--- src/rtl/regfile_arb_pkg.sv ---
// -----------------------------------------------------------------------------
// regfile_arb_pkg
//   Shared types and helpers for the register-file write-port arbiter.
//   - addr_width(): register address width for a given register count
//   - wr_req_t    : one register write request {rd, data}, sized for the
//                   default 32 x 32-bit configuration
//   - port_sel_t  : which source owns the write port in a given cycle
// -----------------------------------------------------------------------------
package regfile_arb_pkg;

    localparam int WIDTH_DEF = 32;
    localparam int DEPTH_DEF = 32;

    function automatic int addr_width(input int depth);
        return (depth > 1) ? $clog2(depth) : 1;
    endfunction

    localparam int AW_DEF = addr_width(DEPTH_DEF);

    typedef struct packed {
        logic [AW_DEF-1:0]    rd;
        logic [WIDTH_DEF-1:0] data;
    } wr_req_t;

    typedef enum logic [1:0] {
        SEL_NONE,
        SEL_WB,
        SEL_LLU
    } port_sel_t;

endpackage

--- src/rtl/llu_result_fifo.sv ---
// -----------------------------------------------------------------------------
// llu_result_fifo
//   Small FIFO holding long-latency-unit results until the write port is free.
//   Ports:
//     clk, rst             clock, asynchronous active-high reset
//     in_valid / in_ready  enqueue handshake (in_ready = not full)
//     in_rd, in_data       destination register and result to enqueue
//     head_valid           FIFO non-empty
//     head_rd, head_data   oldest entry
//     pop                  dequeue the head this cycle (ignored when empty)
// -----------------------------------------------------------------------------
module llu_result_fifo #(
    parameter int QDEPTH = 2,
    parameter int WIDTH  = 32,
    parameter int AW     = 5
) (
    input  logic             clk,
    input  logic             rst,
    input  logic             in_valid,
    output logic             in_ready,
    input  logic [AW-1:0]    in_rd,
    input  logic [WIDTH-1:0] in_data,
    output logic             head_valid,
    output logic [AW-1:0]    head_rd,
    output logic [WIDTH-1:0] head_data,
    input  logic             pop
);

    localparam int PW = (QDEPTH > 1) ? $clog2(QDEPTH) : 1;
    localparam int CW = $clog2(QDEPTH) + 1;

    logic [AW-1:0]    rd_mem   [QDEPTH];
    logic [WIDTH-1:0] data_mem [QDEPTH];
    logic [PW-1:0]    wr_ptr;
    logic [PW-1:0]    rd_ptr;
    logic [CW-1:0]    count;
    logic             push;
    logic             do_pop;

    assign in_ready   = (count != CW'(QDEPTH));
    assign head_valid = (count != '0);
    assign push       = in_valid && in_ready;
    assign do_pop     = pop && head_valid;
    assign head_rd    = rd_mem[rd_ptr];
    assign head_data  = data_mem[rd_ptr];

    // NOTE: storage has no reset; an entry is only observable once count says
    // it was written, so clearing the array would only cost reset fan-out.
    always_ff @(posedge clk) begin
        if (push) begin
            rd_mem[wr_ptr]   <= in_rd;
            data_mem[wr_ptr] <= in_data;
        end
    end

    // NOTE: sequential state uses non-blocking assignments so every register
    // samples pre-edge values regardless of statement order.
    // QDEPTH is a power of two, so pointers wrap by natural overflow.
    always_ff @(posedge clk or posedge rst) begin
        if (rst) begin
            wr_ptr <= '0;
            rd_ptr <= '0;
            count  <= '0;
        end else begin
            if (push)   wr_ptr <= wr_ptr + 1'b1;
            if (do_pop) rd_ptr <= rd_ptr + 1'b1;
            case ({push, do_pop})
                2'b10:   count <= count + 1'b1;
                2'b01:   count <= count - 1'b1;
                default: count <= count;
            endcase
        end
    end

endmodule

--- src/rtl/regfile_wr_arbiter.sv ---
// -----------------------------------------------------------------------------
// regfile_wr_arbiter
//   Shares the register file's single write port between the pipeline WB stage
//   (priority) and queued long-latency-unit results, and tracks destinations
//   of in-flight LLU ops so decode can stall on RAW/WAW hazards.
//   Ports:
//     clk, rst                    clock, asynchronous active-high reset
//     wb_valid, wb_rd, wb_data    WB result (always accepted)
//     llu_valid/llu_ready,
//     llu_rd, llu_data            LLU result enqueue handshake
//     issue_valid, issue_rd       LLU op issued; marks rd pending
//     dec_rs1, dec_rs2, dec_rd    decode operands checked against pending
//     hazard_stall                decode must stall (combinational)
//     drain_req                   upstream must hold wb_valid=0 next cycle
//     REGWRITE, ADR_WR_REG,
//     WR_DATA                     registered register-file write port
// -----------------------------------------------------------------------------
module regfile_wr_arbiter
    import regfile_arb_pkg::*;
#(
    parameter int  WIDTH      = 32,
    parameter int  DEPTH      = 32,
    parameter int  QDEPTH     = 2,
    parameter int  STARVE_MAX = 4,
    localparam int AW         = addr_width(DEPTH)
) (
    input  logic             clk,
    input  logic             rst,
    input  logic             wb_valid,
    input  logic [AW-1:0]    wb_rd,
    input  logic [WIDTH-1:0] wb_data,
    input  logic             llu_valid,
    output logic             llu_ready,
    input  logic [AW-1:0]    llu_rd,
    input  logic [WIDTH-1:0] llu_data,
    input  logic             issue_valid,
    input  logic [AW-1:0]    issue_rd,
    input  logic [AW-1:0]    dec_rs1,
    input  logic [AW-1:0]    dec_rs2,
    input  logic [AW-1:0]    dec_rd,
    output logic             hazard_stall,
    output logic             drain_req,
    output logic             REGWRITE,
    output logic [AW-1:0]    ADR_WR_REG,
    output logic [WIDTH-1:0] WR_DATA
);

    localparam int SW = $clog2(STARVE_MAX + 1);

    logic             fifo_valid;
    logic [AW-1:0]    head_rd;
    logic [WIDTH-1:0] head_data;
    logic             pop;
    logic             wb_write;
    port_sel_t        sel;
    logic [DEPTH-1:0] pending;
    logic [DEPTH-1:0] pending_next;
    logic [SW-1:0]    starve_cnt;
    logic [SW-1:0]    starve_next;

    llu_result_fifo #(
        .QDEPTH (QDEPTH),
        .WIDTH  (WIDTH),
        .AW     (AW)
    ) u_fifo (
        .clk        (clk),
        .rst        (rst),
        .in_valid   (llu_valid),
        .in_ready   (llu_ready),
        .in_rd      (llu_rd),
        .in_data    (llu_data),
        .head_valid (fifo_valid),
        .head_rd    (head_rd),
        .head_data  (head_data),
        .pop        (pop)
    );

    // A WB result targeting x0 is a no-op and must not block a FIFO drain.
    assign wb_write = wb_valid && (wb_rd != '0);

    // NOTE: every always_comb output gets a default first so no path leaves
    // it unassigned and no latch is inferred.
    always_comb begin
        sel = SEL_NONE;
        if (wb_write)        sel = SEL_WB;
        else if (fifo_valid) sel = SEL_LLU;
    end

    // An x0 entry still gets popped; it just produces no write.
    assign pop = (sel == SEL_LLU);

    // Clear before set so a same-cycle re-issue of the draining rd stays pending.
    always_comb begin
        pending_next = pending;
        if (pop && (head_rd != '0))            pending_next[head_rd]  = 1'b0;
        if (issue_valid && (issue_rd != '0))   pending_next[issue_rd] = 1'b1;
        pending_next[0] = 1'b0;
    end

    // Counts cycles the FIFO waits behind WB; an empty FIFO or a drain resets it.
    always_comb begin
        starve_next = starve_cnt;
        if (!fifo_valid || pop)
            starve_next = '0;
        else if ((sel == SEL_WB) && (starve_cnt != SW'(STARVE_MAX)))
            starve_next = starve_cnt + 1'b1;
    end

    assign hazard_stall = pending[dec_rs1] | pending[dec_rs2] | pending[dec_rd];

    // Address/data hold their last value on idle cycles; only REGWRITE drops.
    always_ff @(posedge clk or posedge rst) begin
        if (rst) begin
            REGWRITE   <= 1'b0;
            ADR_WR_REG <= '0;
            WR_DATA    <= '0;
            drain_req  <= 1'b0;
            pending    <= '0;
            starve_cnt <= '0;
        end else begin
            pending    <= pending_next;
            starve_cnt <= starve_next;
            drain_req  <= (starve_next == SW'(STARVE_MAX));
            REGWRITE   <= 1'b0;
            case (sel)
                SEL_WB: begin
                    REGWRITE   <= 1'b1;
                    ADR_WR_REG <= wb_rd;
                    WR_DATA    <= wb_data;
                end
                SEL_LLU: begin
                    if (head_rd != '0) begin
                        REGWRITE   <= 1'b1;
                        ADR_WR_REG <= head_rd;
                        WR_DATA    <= head_data;
                    end
                end
                default: ;
            endcase
        end
    end

    // Decode should have stalled any op whose destination is still in flight.
    a_no_reissue_pending: assert property (
        @(posedge clk) disable iff (rst)
        (issue_valid && (issue_rd != '0)) |-> !pending[issue_rd]
    ) else $error("LLU issue to already-pending rd");

endmodule

--- config.mk ---
export PLATFORM = sky130hd
export DESIGN_NAME = regfile_wr_arbiter
export DESIGN_NICKNAME = d
export VERILOG_FILES = /design/src/rtl/regfile_arb_pkg.sv /design/src/rtl/llu_result_fifo.sv /design/src/rtl/regfile_wr_arbiter.sv
export SDC_FILE = /design/constraint.sdc
export NUM_CORES = 1
export LEC_CHECK = 0
export BUFFER_PORTS_ARGS = -buffer_cell sky130_fd_sc_hd__buf_2
export CAP_MARGIN = 20
export CELL_PAD_IN_SITES_DETAIL_PLACEMENT = 0
export CELL_PAD_IN_SITES_GLOBAL_PLACEMENT = 2
export CORE_ASPECT_RATIO = 0.8
export CORE_MARGIN = 2
export CORE_UTILIZATION = 40
export CTS_CLUSTER_DIAMETER = 60
export DETAILED_ROUTE_END_ITERATION = 10
export MAX_ROUTING_LAYER = met4
export PLACE_DENSITY = 0.85
export SLEW_MARGIN = 10
export SYNTH_ARGS = -nofsm -noshare
export SYNTH_HDL_FRONTEND = slang
export SYNTH_SLANG_ARGS = --single-unit
--- constraint.sdc ---
create_clock -name clk -period 3.9 [get_ports clk]
set_input_delay 0.585 -clock clk [delete_from_list [all_inputs] [get_ports clk]]
set_output_delay 0.585 -clock clk [all_outputs]
set_load 0.02 [all_outputs]
# Word level (Yosys, flattened, before mapping)
# Memories as Yosys holds them, arrays and structs flattened.
# Cells that the tools add are included.
[op_classes]
addsub = 5
n_eq_ne = 8
bitwise = 5
magnitude_cmp = 7
muxes = 25
n_reduce_logical = 17
[op_table]
columns = ["cell", "n"]
rows = [
  ["32-bit two-way mux", 3],
  ["32-bit one-hot mux with 2 select lines", 1],
  ["32-bit AND", 1],
  ["32-bit NOT", 1],
  ["32-bit bitwise OR", 1],
  ["5-bit by 6-bit less-than comparator with 1-bit output (second input constant)", 5],
  ["1-bit binary-select mux with 5-bit select", 3],
  ["5-bit nonzero test", 3],
  ["1-bit demux with 5-bit select", 2],
  ["5-bit by 1-bit greater-or-equal comparator with 1-bit output (second input constant)", 2],
  ["5-bit one-hot mux with 2 select lines", 1],
  ["1-bit logical AND", 8],
  ["1-bit two-way mux", 8],
  ["3-bit two-way mux", 2],
  ["2-bit nonzero test", 3],
  ["5-bit two-way mux", 1],
  ["2-bit by 1-bit == test with 1-bit output (second input constant)", 2],
  ["2-bit == test (second input constant)", 2],
  ["2-bit two-way mux", 2],
  ["2-bit one-hot mux with 2 select lines", 1],
  ["3-bit by 1-bit adder with 3-bit output (second input constant)", 1],
  ["3-bit == test (second input constant)", 1],
  ["3-bit inequality test (second input constant)", 1],
  ["1-bit adder (second input constant)", 2],
  ["other kinds (9)", 10],
]
[totals]
output_inout_bits = 41
regBits = 77
memories = 2
ramBits = 74
inputBits = 99
[mem_list]
columns = ["name", "depth", "word_bits", "rd", "rd_clocked_by_memory_dff", "wr", "line_no", "source"]
rows = [
  ["u_fifo.data_mem", 2, 32, 1, 0, 1, "llu_result_fifo.sv:33", "logic [WIDTH-1:0] data_mem [QDEPTH];"],
  ["u_fifo.rd_mem", 2, 5, 1, 0, 1, "llu_result_fifo.sv:32", "logic [AW-1:0] rd_mem [QDEPTH];"],
]

# Depth between registers and ports, before layout
# Gate-level depths: netlist of the first run.
# An unclocked memory read counts as a cell.
[depth]
word_depth = 10
depth_mapped = 10

# By module
# Synthesis of the first run repeated with hierarchy kept, for this count alone.
[hier_totals]
hier_cells = 576
area_unflattened_um2 = 7070.5
[modules_own_cells]
columns = ["mod", "n_inst", "seq_area_each_um2", "cells_each", "area_per_inst_um2"]
rows = [
  ["regfile_wr_arbiter", 1, 1826.8, 443, 4119.0],
  ["llu_result_fifo", 1, 2322.2, 133, 2951.6],
]

# Worst setup path before layout of the first run
# No wires, ideal clock.
[synth_path]
kind = "input -> output"
startpoint = "input dec_rd[1]"
endpoint = "output hazard_stall"
arrival_ns = 2.293
path_stages = 5
slack_ns = 1.022
cell_sequence = "clkbuf_1 mux4_2 mux2_2 a221oi_1 o2111ai_1"
[synth_between]
elab_chain_len = 3
[synth_rtl]
columns = ["item", "line_no", "source"]
rows = [
  ["start: declaration", "regfile_wr_arbiter.sv:40", "input logic [AW-1:0] dec_rd,"],
  ["1-bit binary-select mux with 5-bit select", "regfile_wr_arbiter.sv:109", "assign hazard_stall = pending[dec_rs1] | pending[dec_rs2] | pending[dec_rd];"],
  ["1-bit two-way mux (implied by the code)", "regfile_wr_arbiter.sv:109", ""],
  ["1-bit bitwise OR", "regfile_wr_arbiter.sv:109", ""],
  ["end: declaration", "regfile_wr_arbiter.sv:41", "output logic hazard_stall,"],
]
# Every way passes these cells. The select of a mux whose other input is x is not followed.

# Worst setup path in the final report of the first run
# Same ends and word-level chain as after synthesis.

==> run_results.csv, run 1 <==
group,metric,value,unit
outcome,status,"complete, no violations",
logic_synthesis,synth-seq-cells,151,
timing,setup_violations,0,
cts,cts_resized,0,
power,pwr-share-clk,23.3,%
route,vias,4849,
worst_setup_path,critPathArrivalTime,2.28,ns
finish,multi_input_area,2730,sq um
route,ant_nets,0,
timing,slew_viol_final,0,
timing,period_minus_slack,2.87,ns
logic_synthesis,syn_nets,635,
cts,post-cts-setup-buffer-count,0,
floorplan,fp.dieH,124,um
floorplan,num_io_pins,140,
logic_synthesis,async_flop_share,51.0,%
floorplan,core_area,17400,sq um
timing,tightest_slew,0.920,ns
worst_setup_path,path_max_fanout,10,
logic_synthesis,synth_ff_type,"dfrtp_1",
worst_setup_path,cp.required,3.31,ns
grt,overflow,0,
power,pwr-share-comb,34.1,%
finish,seqCellArea,4150,sq um
power,power.switching,0.00229,W
timing,period_share,73.5,%
logic_synthesis,synth.yosys.warnings,0,
cts,cts_buffer_depth,2,
finish,area.growth.synth_to_final,20.9,%
power,intPower,0.00407,W
grt,grt_pass1_vias,5068,
finish,final_cell_mix,"139 x buf_2, 78 x mux2i_1, 76 x dfrtp_1",
power,swShare,36.0,%
placed_design,io_buffers,139,
logic_synthesis,synth_cells,533,
worst_setup_path,crit_path_start_kind,"input pin",
cts,cts_tree,"done",
worst_setup_path,critPathCaptureType,"primary output",
route,wl_per_cell,18.5,um
timing,fin_ws,1.03,ns
route,wirelength,17000,um
placed_design,gp_congestion,0.868,
route,avgViaCountPerCell,5.27,
cts,cts-root-buf,"clkbuf_16",
grt,antenna_found_initial,6,
route,first_pass_iters,4,
grt,grt_max_degree,55,
power,power_density,737,nW/um^2
min_path,min_path_type,"in -> async",
flow_run,max-cap-violations,0,
placed_design,pre_cts_ws,1.05,ns
timing,hold_violations,0,
worst_setup_path,critPathKind,"in -> out",
logic_synthesis,synth_cell_types,43,
placed_design,place_hpwl,12200,um
power,leakagePower,3.76,nW
cts,numClockSinks,151,
cts,clock_latency,0.41,ns
floorplan,rows,43,
grt,grt_pass1_wl,27100,um
cts,path_clk_slew,0.06,ns
logic_synthesis,synth_area,7140,sq um
finish,layout_commonest_cell,"buf_2",
timing,fin_worst_skew,0.00664,ns
finish,fillers,1598,
timing,slew_headroom,38.7,%
floorplan,die-area,18900,sq um
timing,setup-tns-final,0,ns
logic_synthesis,avgSynthCellArea,13.4,sq um
cts,postCtsHoldBufs,0,
logic_synthesis,synth_edf_count,74,
grt,grt_usage,19.4,%
power,peakVddDrop,384,uV
finish,fin_nets,778,
timing,grt_setup_unrepaired,"false",
floorplan,initial_core_util,41.0,%
timing,fmax,0.349,GHz
cts,numCtsBuffers,17,
floorplan,die-width,153,um
logic_synthesis,yosysSeqAreaShare,58.1,%
finish,drive_above_1_share,35.7,%
route,drcViolationCount,0,
cts,htree_levels,4,
power,seqPwrFrac,42.6,%
route,drt_iter0_drc,316,
worst paths after layout:
kind                                      startpoint                               to  slack, ns  cells past startpoint
min                                              rst           WR_DATA[1]$_DFFE_PP0P_       0.15                      2
min in group clk                         llu_data[6]  u_fifo.data_mem[0][6]$_DFFE_PP_       0.35                      1
max                                        dec_rd[1]                     hazard_stall       1.03                      6
min reg2reg                ADR_WR_REG[3]$_DFFE_PP0P_        ADR_WR_REG[3]$_DFFE_PP0P_       0.49                      1
max in group asynchronous                        rst            pending[31]$_DFF_PP0_       3.10                      3
max reg2reg                u_fifo.rd_ptr$_DFFE_PP0P_          WR_DATA[27]$_DFFE_PP0P_       1.33                      6
metrics by stage:
| stage | total power, W | hold slack (ns) | instance area, sq um | cells | util [%] |
|---|---|---|---|---|---|
| finish | 0.00637 | 0.154 | 8630 | 920 | 49.5 |
| global route | 0.00675 | 0.170 | 8630 | 920 | 49.5 |
| CTS | 0.00640 | 0.337 | 8580 | 912 | 49.2 |
| detailed placement | 0.00490 | 0.473 | 8040 | 880 | 46.1 |
| global placement | 0.00482 | 0.467 | 8040 | 880 | 46.1 |
| floorplan | 0.00417 | 0.461 | 7140 | 533 | - |
worst max-delay path: stages:
cell	delay [ns]
buf_2	0.22
mux4_2	0.52
mux2_2	0.27
a221oi_1	0.34
o2111ai_1	0.15
buf_2	0.18
state kept, by name, summed over array words and instances, names as in the netlist:
signal           flops
ADR_WR_REG           5
REGWRITE             1
WR_DATA             32
drain_req            1
pending             31
starve_cnt           3
u_fifo.count         2
u_fifo.data_mem     64
u_fifo.rd_mem       10
u_fifo.rd_ptr        1
u_fifo.wr_ptr        1
cell usage after synthesis, types with 2 or more instances:
cell / instances / area, sq um
o21ai_0: 70 / 350
nor3_1: 4 / 20.0
ha_1: 3 / 37.5
buf_4: 3 / 22.5
buf_12: 2 / 40.0
dfrtp_1: 77 / 1930
mux2_1: 5 / 56.3
a31oi_1: 3 / 18.8
buf_2: 5 / 25.0
edfxtp_1: 74 / 2220
nand2_1: 10 / 37.5
a211oi_1: 2 / 15.0
mux2_2: 43 / 484
nand2b_1: 6 / 37.5
inv_1: 39 / 146
or2_2: 2 / 12.5
mux4_2: 15 / 338
o2111ai_1: 3 / 26.3
mux2i_1: 78 / 781
clkbuf_1: 11 / 41.3
nor2_1: 13 / 48.8
nand3_1: 17 / 85.1
a221oi_1: 4 / 35.0
a2111oi_0: 2 / 17.5
xnor2_1: 4 / 35.0
nor2b_1: 13 / 81.3
nand4_1: 3 / 18.8
nand3b_1: 3 / 22.5
a21oi_1: 5 / 25.0
layer usage:
metal	wire length [um]	part of all wire (%)	global-route usage, %	vias up
li1	-	-	-	2272
met1	7440	44	24.3	2427
met2	8190	48	30.7	138
met3	1240	7.3	6.45	12
met4	128	0.75	5.16	0
met5	0	0	-	-
cells by family after synthesis:
group,count (synthesis),share of synthesized area (%)
AND/OR/NAND/NOR,77,5.80
XOR/XNOR,5,0.613
multiplexers,142,23.4
adder cells (fa/ha/maj),3,0.526
flip-flops,151,58.1
buffers and inverters,61,4.01
AO/OA/AOI/OAI,94,7.53
area by class of cell:
class / instances / share of cell area (%)
antenna: 6 / 0.174
clock buffer: 19 / 5.13
multi-input combinational: 321 / 31.6
inverter: 39 / 1.71
sequential: 151 / 48.1
tap: 225 / 3.26
clock inverter: 13 / 1.10
timing repair buffer: 146 / 8.96
power by group through the flow:
stage / combinational (W) / sequential (W) / clock [W]
3_3_place_gp: 0.00211 / 0.00271 / 0
6_report: 0.00217 / 0.00271 / 0.00149
4_1_cts: 0.00218 / 0.00271 / 0.00151
3_5_place_dp: 0.00217 / 0.00272 / 0
5_1_grt: 0.00239 / 0.00278 / 0.00158
2_1_floorplan: 0.00137 / 0.00280 / 0
No activity file was read; power rests on OpenSTA's default activity.
==> run 2, diff against run 1 <==
CORE_UTILIZATION = 34   (was 40)
PLACE_DENSITY = 0.77   (was 0.85)
clock period = 2.39 ns   (was 3.9 ns; I/O delays follow)
==> run 2 against run 1 <==
- global-route usage decreased by 1.9 points
- critical path type is now reg -> out
- clock skew increased by 0.0059 ns
- sequential cell count unchanged
- die area increased by 17%
- core utilization decreased by 5.9 points
- sequential power increased by 59%
- the flow now finishes with violations (setup timing)
- clock-buffer cell count decreased by 1
- via count increased by 2.9%
- sequential share of layout area decreased by 2.0 points
==> run_results.csv, run 2 (synthesized netlist as in run 1, its figures left out) <==
group,metric,value,unit
cts,numCtsBuffers,17,
timing,slew_headroom,63.9,%
grt,antenna_found_initial,7,
finish,layout_commonest_cell,"buf_2",
outcome,violations,"setup timing",
grt,grt_pass1_vias,5358,
route,first_pass_iters,4,
route,wl_per_cell,18.2,um
route,drt_iter0_drc,276,
timing,period_minus_slack,2.54,ns
timing,fin_ws,-0.148,ns
floorplan,fp.dieH,134,um
cts,cts_tree,"done",
route,vias,4991,
finish,area.growth.synth_to_final,26.1,%
timing,hold_violations,0,
timing,slew_viol_final,0,
worst_setup_path,cp.required,2.03,ns
cts,numClockSinks,151,
grt,overflow,0,
power,peakVddDrop,563,uV
worst_setup_path,critPathCaptureType,"primary output",
floorplan,die-width,166,um
cts,htree_levels,4,
grt,grt_pass1_wl,29000,um
grt,grt_max_degree,45,
route,avgViaCountPerCell,5.03,
finish,multi_input_area,2760,sq um
timing,fmax,0.394,GHz
power,leakagePower,3.94,nW
cts,cts_buffer_depth,2,
floorplan,core_area,20600,sq um
route,ant_nets,0,
cts,path_clk_slew,0.07,ns
floorplan,rows,47,
finish,largest_reg_flops,64,
outcome,status,"finished with violations",
power,power_density,1220,nW/um^2
min_path,hold_start,"llu_data[7]",
worst_setup_path,crit_start,"pending[13]$_DFF_PP0_",
finish,fillers,1912,
timing,fin_worst_skew,0.0125,ns
floorplan,die-area,22200,sq um
cts,clock_latency,0.42,ns
grt,grt_usage,17.5,%
finish,seqCellArea,4150,sq um
min_path,min_path_type,"in -> reg",
route,wirelength,18100,um
placed_design,io_buffers,139,
flow_run,max-cap-violations,0,
finish,regMostFlops,"u_fifo.data_mem",
worst_setup_path,crit_path_start_kind,"flip-flop",
finish,top_regs,"u_fifo.data_mem: 64 flops, WR_DATA: 32 flops, pending: 31 flops",
worst_setup_path,path_max_fanout,4,
floorplan,initial_core_util,34.6,%
finish,final_core_util,43.6,%
timing,hold_slack,0.118,ns
placed_design,pre_cts_ws,0.0438,ns
placed_design,place_hpwl,13400,um
worst_setup_path,critPathKind,"reg -> out",
placed_design,gp_congestion,0.857,
timing,tightest_slew,0.542,ns
floorplan,num_io_pins,140,
finish,fin_nets,805,
finish,final_cell_mix,"138 x buf_2, 78 x mux2i_1, 76 x dfrtp_1",
worst_setup_path,timing.rr.start,"u_fifo.count[0]$_DFFE_PP0P_",
timing,grt_setup_unrepaired,"true",
timing,setup_violations,1,
cts,cts-root-buf,"clkbuf_16",
finish,drive_above_1_share,38.4,%
timing,period_share,106,%
route,drcViolationCount,0,
worst_setup_path,critPathArrivalTime,2.18,ns
-- run 2: cell types whose count changed in the layout (fill, tap and decap cells not counted), sizes merged --
cell,delta
diode,+1
dlygate4sd3,+1
clkinvlp,-2
clkbuf,-1
buf,+26
bufinv,+1
inv,+5
clkinv,-3
-- run 2: path summary, 6_finish.rpt --
path,end,slack [ns],depth (start not counted)
setup / recovery,hazard_stall,-0.15,5
setup reg to reg,ADR_WR_REG[1]$_DFFE_PP0P_,0.33,5
hold / removal,u_fifo.data_mem[1][7]$_DFFE_PP_,0.12,1
max in group asynchronous,WR_DATA[20]$_DFFE_PP0P_,1.32,4
hold reg to reg,ADR_WR_REG[1]$_DFFE_PP0P_,0.49,1
min in group asynchronous,WR_DATA[2]$_DFFE_PP0P_,0.43,3
-- run 2: what timing repair did --
action	CTS	global route
setup endpoints to repair	1	1
resized for setup	4	3
pin swaps	1	0
setup buffers	5	0
hold buffers	1	0
hold endpoints to repair	11	0
-- run 2: per-stage QoR --
stage	instances	TNS [ns]	total power [W]	area (sq um)
after floorplan	533	0	0.00681	7150
after global placement	947	-0.0341	0.00813	8320
after detailed placement	947	0	0.00827	8320
after CTS	985	-0.137	0.0110	8960
after global routing	992	-0.219	0.0116	9000
final	992	-0.148	0.0110	9000
-- run 2: per-layer routing --
metal  part of all wire, %  vias to the layer above  track usage [%]
met5                     0                        -                -
met4                   1.3                        0             5.75
met3                   7.9                       16             6.06
met2                    48                      165             27.9
met1                    43                     2477             20.9
li1                      -                     2333                -
-- run 2: worst max-delay path, cell delays in order, from the launching register on --
cell and delay, ns:
dfrtp_1 0.41, mux4_2 0.46, mux2_2 0.28, a211oi_2 0.29
o2111ai_2 0.16, buf_6 0.15
-- run 2: area by class of cell --
type	count	area share (%)
clock buffers	18	4.77
repair buffers	173	11.2
inverters	39	1.64
well taps	269	3.74
diodes	7	0.195
flip-flops and latches	151	46.1
multi-input cells	321	30.6
clock inverters	14	1.71
-- run 2: where the power goes --
part	switching (W)	internal (W)	total, W
logic	0.00219	0.00181	0.00400
clock network	0.00116	0.00148	0.00265
registers	0.000605	0.00371	0.00432
total	0.00396	0.00700	0.0110
==> run 3, diff against run 2 <==
CORE_MARGIN = 3   (was 2)
==> run 3 against run 2 <==
- the flow still finishes with violations (setup timing)
- clock power rose by 3%
- global-route usage shrank 0.15 points
- via count is 0.40% lower
- die area is 2.7% higher
- worst setup slack improved by 0.0048 ns
- total power grew 0.68%
- final area fell by 0.15%
- core utilization grew 0.88 points
==> run_results.csv, run 3 (synthesized netlist as in run 1, its figures left out) <==
group,metric,value,unit
timing,tightest_slew,0.692,ns
timing,slew_viol_final,0,
timing,fin_ws,-0.143,ns
outcome,status,"finished with violations",
power,peakVddDrop,527,uV
timing,fin_worst_skew,0.0105,ns
floorplan,fp.dieH,136,um
finish,top_regs,"u_fifo.data_mem: 64 flops, WR_DATA: 32 flops, pending: 31 flops",
route,first_pass_iters,5,
worst_setup_path,path_max_fanout,3,
cts,path_clk_slew,0.06,ns
cts,postCtsHoldBufs,0,
route,vias,4971,
floorplan,initial_core_util,35.4,%
route,drt_iter0_drc,284,
floorplan,core_area,20200,sq um
grt,grt_usage,17.3,%
finish,fillers,1839,
outcome,violations,"setup timing",
cts,clock_latency,0.42,ns
timing,slew_headroom,53.9,%
grt,antenna_found_initial,4,
worst_setup_path,critPathKind,"reg -> out",
power,power_density,1230,nW/um^2
finish,area.growth.synth_to_final,25.9,%
finish,layout_commonest_cell,"buf_2",
worst_setup_path,worstRegToRegCells,5,
timing,fmax,0.395,GHz
placed_design,dp_cells,938,
cts,numClockSinks,151,
cts,htree_levels,4,
cts,cts_tree,"done",
timing,period_minus_slack,2.53,ns
cts,cts-root-buf,"clkbuf_16",
finish,stdcell_area,8990,sq um
worst_setup_path,cp.required,2.03,ns
grt,overflow,0,
floorplan,num_io_pins,140,
route,avgViaCountPerCell,5.06,
worst_setup_path,rrSetupSlack,0.25,ns
flow_run,max-cap-violations,0,
power,leakagePower,3.94,nW
worst_setup_path,timing.rr.start,"u_fifo.rd_ptr$_DFFE_PP0P_",
finish,final_cells,983,
finish,final_core_util,44.5,%
finish,final_cell_mix,"138 x buf_2, 78 x mux2i_1, 75 x dfrtp_1",
min_path,min_path_type,"in -> async",
floorplan,die-area,22800,sq um
worst_setup_path,critPathCaptureType,"primary output",
worst_setup_path,critPathArrivalTime,2.17,ns
worst_setup_path,crit_path_start_kind,"flip-flop",
timing,period_share,106,%
cts,numCtsBuffers,17,
floorplan,die-width,168,um
route,wirelength,18900,um
grt,grt_pass1_wl,29600,um
worst_setup_path,r2r-end,"ADR_WR_REG[1]$_DFFE_PP0P_",
placed_design,io_buffers,139,
finish,drive_above_1_share,38.5,%
finish,multi_input_area,2750,sq um
route,wl_per_cell,19.3,um
placed_design,place_hpwl,13900,um
timing,grt_setup_unrepaired,"true",
floorplan,rows,46,
route,ant_nets,0,
placed_design,gp_congestion,0.913,
route,drcViolationCount,0,
grt,grt_max_degree,38,
timing,hold_violations,0,
timing,setup_violations,1,
grt,grt_pass1_vias,5303,
placed_design,placed_cell_area,8280,sq um
finish,fin_nets,804,
finish,regMostFlops,"u_fifo.data_mem",
finish,seqCellArea,4150,sq um
finish,largest_reg_flops,64,
cts,cts_buffer_depth,2,
## run 3: repair_timing
action,4_1_cts,5_1_grt
pin swaps,5,2
setup endpoints to repair,1,1
resized for setup,6,1
buffers inserted,10,0
## run 3: critical path: stages, from the launching register on
cell and delay (ns):
dfrtp_1 0.43, mux2_2 0.29, a221oi_2 0.34, a2111oi_0 0.13
a21oi_1 0.23, o2111ai_1 0.16, buf_4 0.18
## run 3: layer usage
layer  GRT usage [%]  routed length [um]  vias to the layer above
met2            27.3                9040                      148
met4            3.41                 157                        0
met1            22.6                8610                     2489
met5               -                   0                        -
met3            4.99                1120                       14
li1                -                   -                     2320
## run 3: how the worst max path moves through the flow
stage                                startpoint  cells after the start                        end
final                      pending[3]$_DFF_PP0_                      6               hazard_stall
after CTS                 pending[22]$_DFF_PP0_                      6               hazard_stall
after global placement                dec_rd[1]                      6               hazard_stall
after global routing      pending[23]$_DFF_PP0_                      5               hazard_stall
after floorplan                             rst                      1  ADR_WR_REG[0]$_DFFE_PP0P_
after detailed placement              dec_rd[1]                      6               hazard_stall
## run 3: layout make-up
cell class | instances | area share (%)
Timing Repair Buffer | 172 | 11.1
Tap cell | 264 | 3.67
Clock buffer | 18 | 4.77
Antenna cell | 4 | 0.111
Inverter | 39 | 1.64
Clock inverter | 14 | 1.91
Sequential cell | 151 | 46.2
Multi-Input combinational cell | 321 | 30.6
## run 3: stage by stage
| step | hold WS (ns) | power [W] | worst slack, ns | TNS (ns) |
|---|---|---|---|---|
| finish | 0.0103 | 0.0110 | -0.143 | -0.143 |
| global route | 0.0539 | 0.0116 | -0.214 | -0.214 |
| CTS | 0.0342 | 0.0111 | -0.145 | -0.145 |
| detailed placement | 0.471 | 0.00819 | 0.0288 | 0 |
| global placement | 0.469 | 0.00810 | 0.0442 | 0 |
| floorplan | 0.457 | 0.00681 | 0.0648 | 0 |
## run 3: power breakdown
part	switching, W	internal [W]	total [W]	leakage [nW]
clock	0.00107	0.00165	0.00272	0.290
sequential	0.000613	0.00372	0.00433	1.60
combinational	0.00220	0.00178	0.00398	2.05
total	0.00388	0.00715	0.0110	3.94
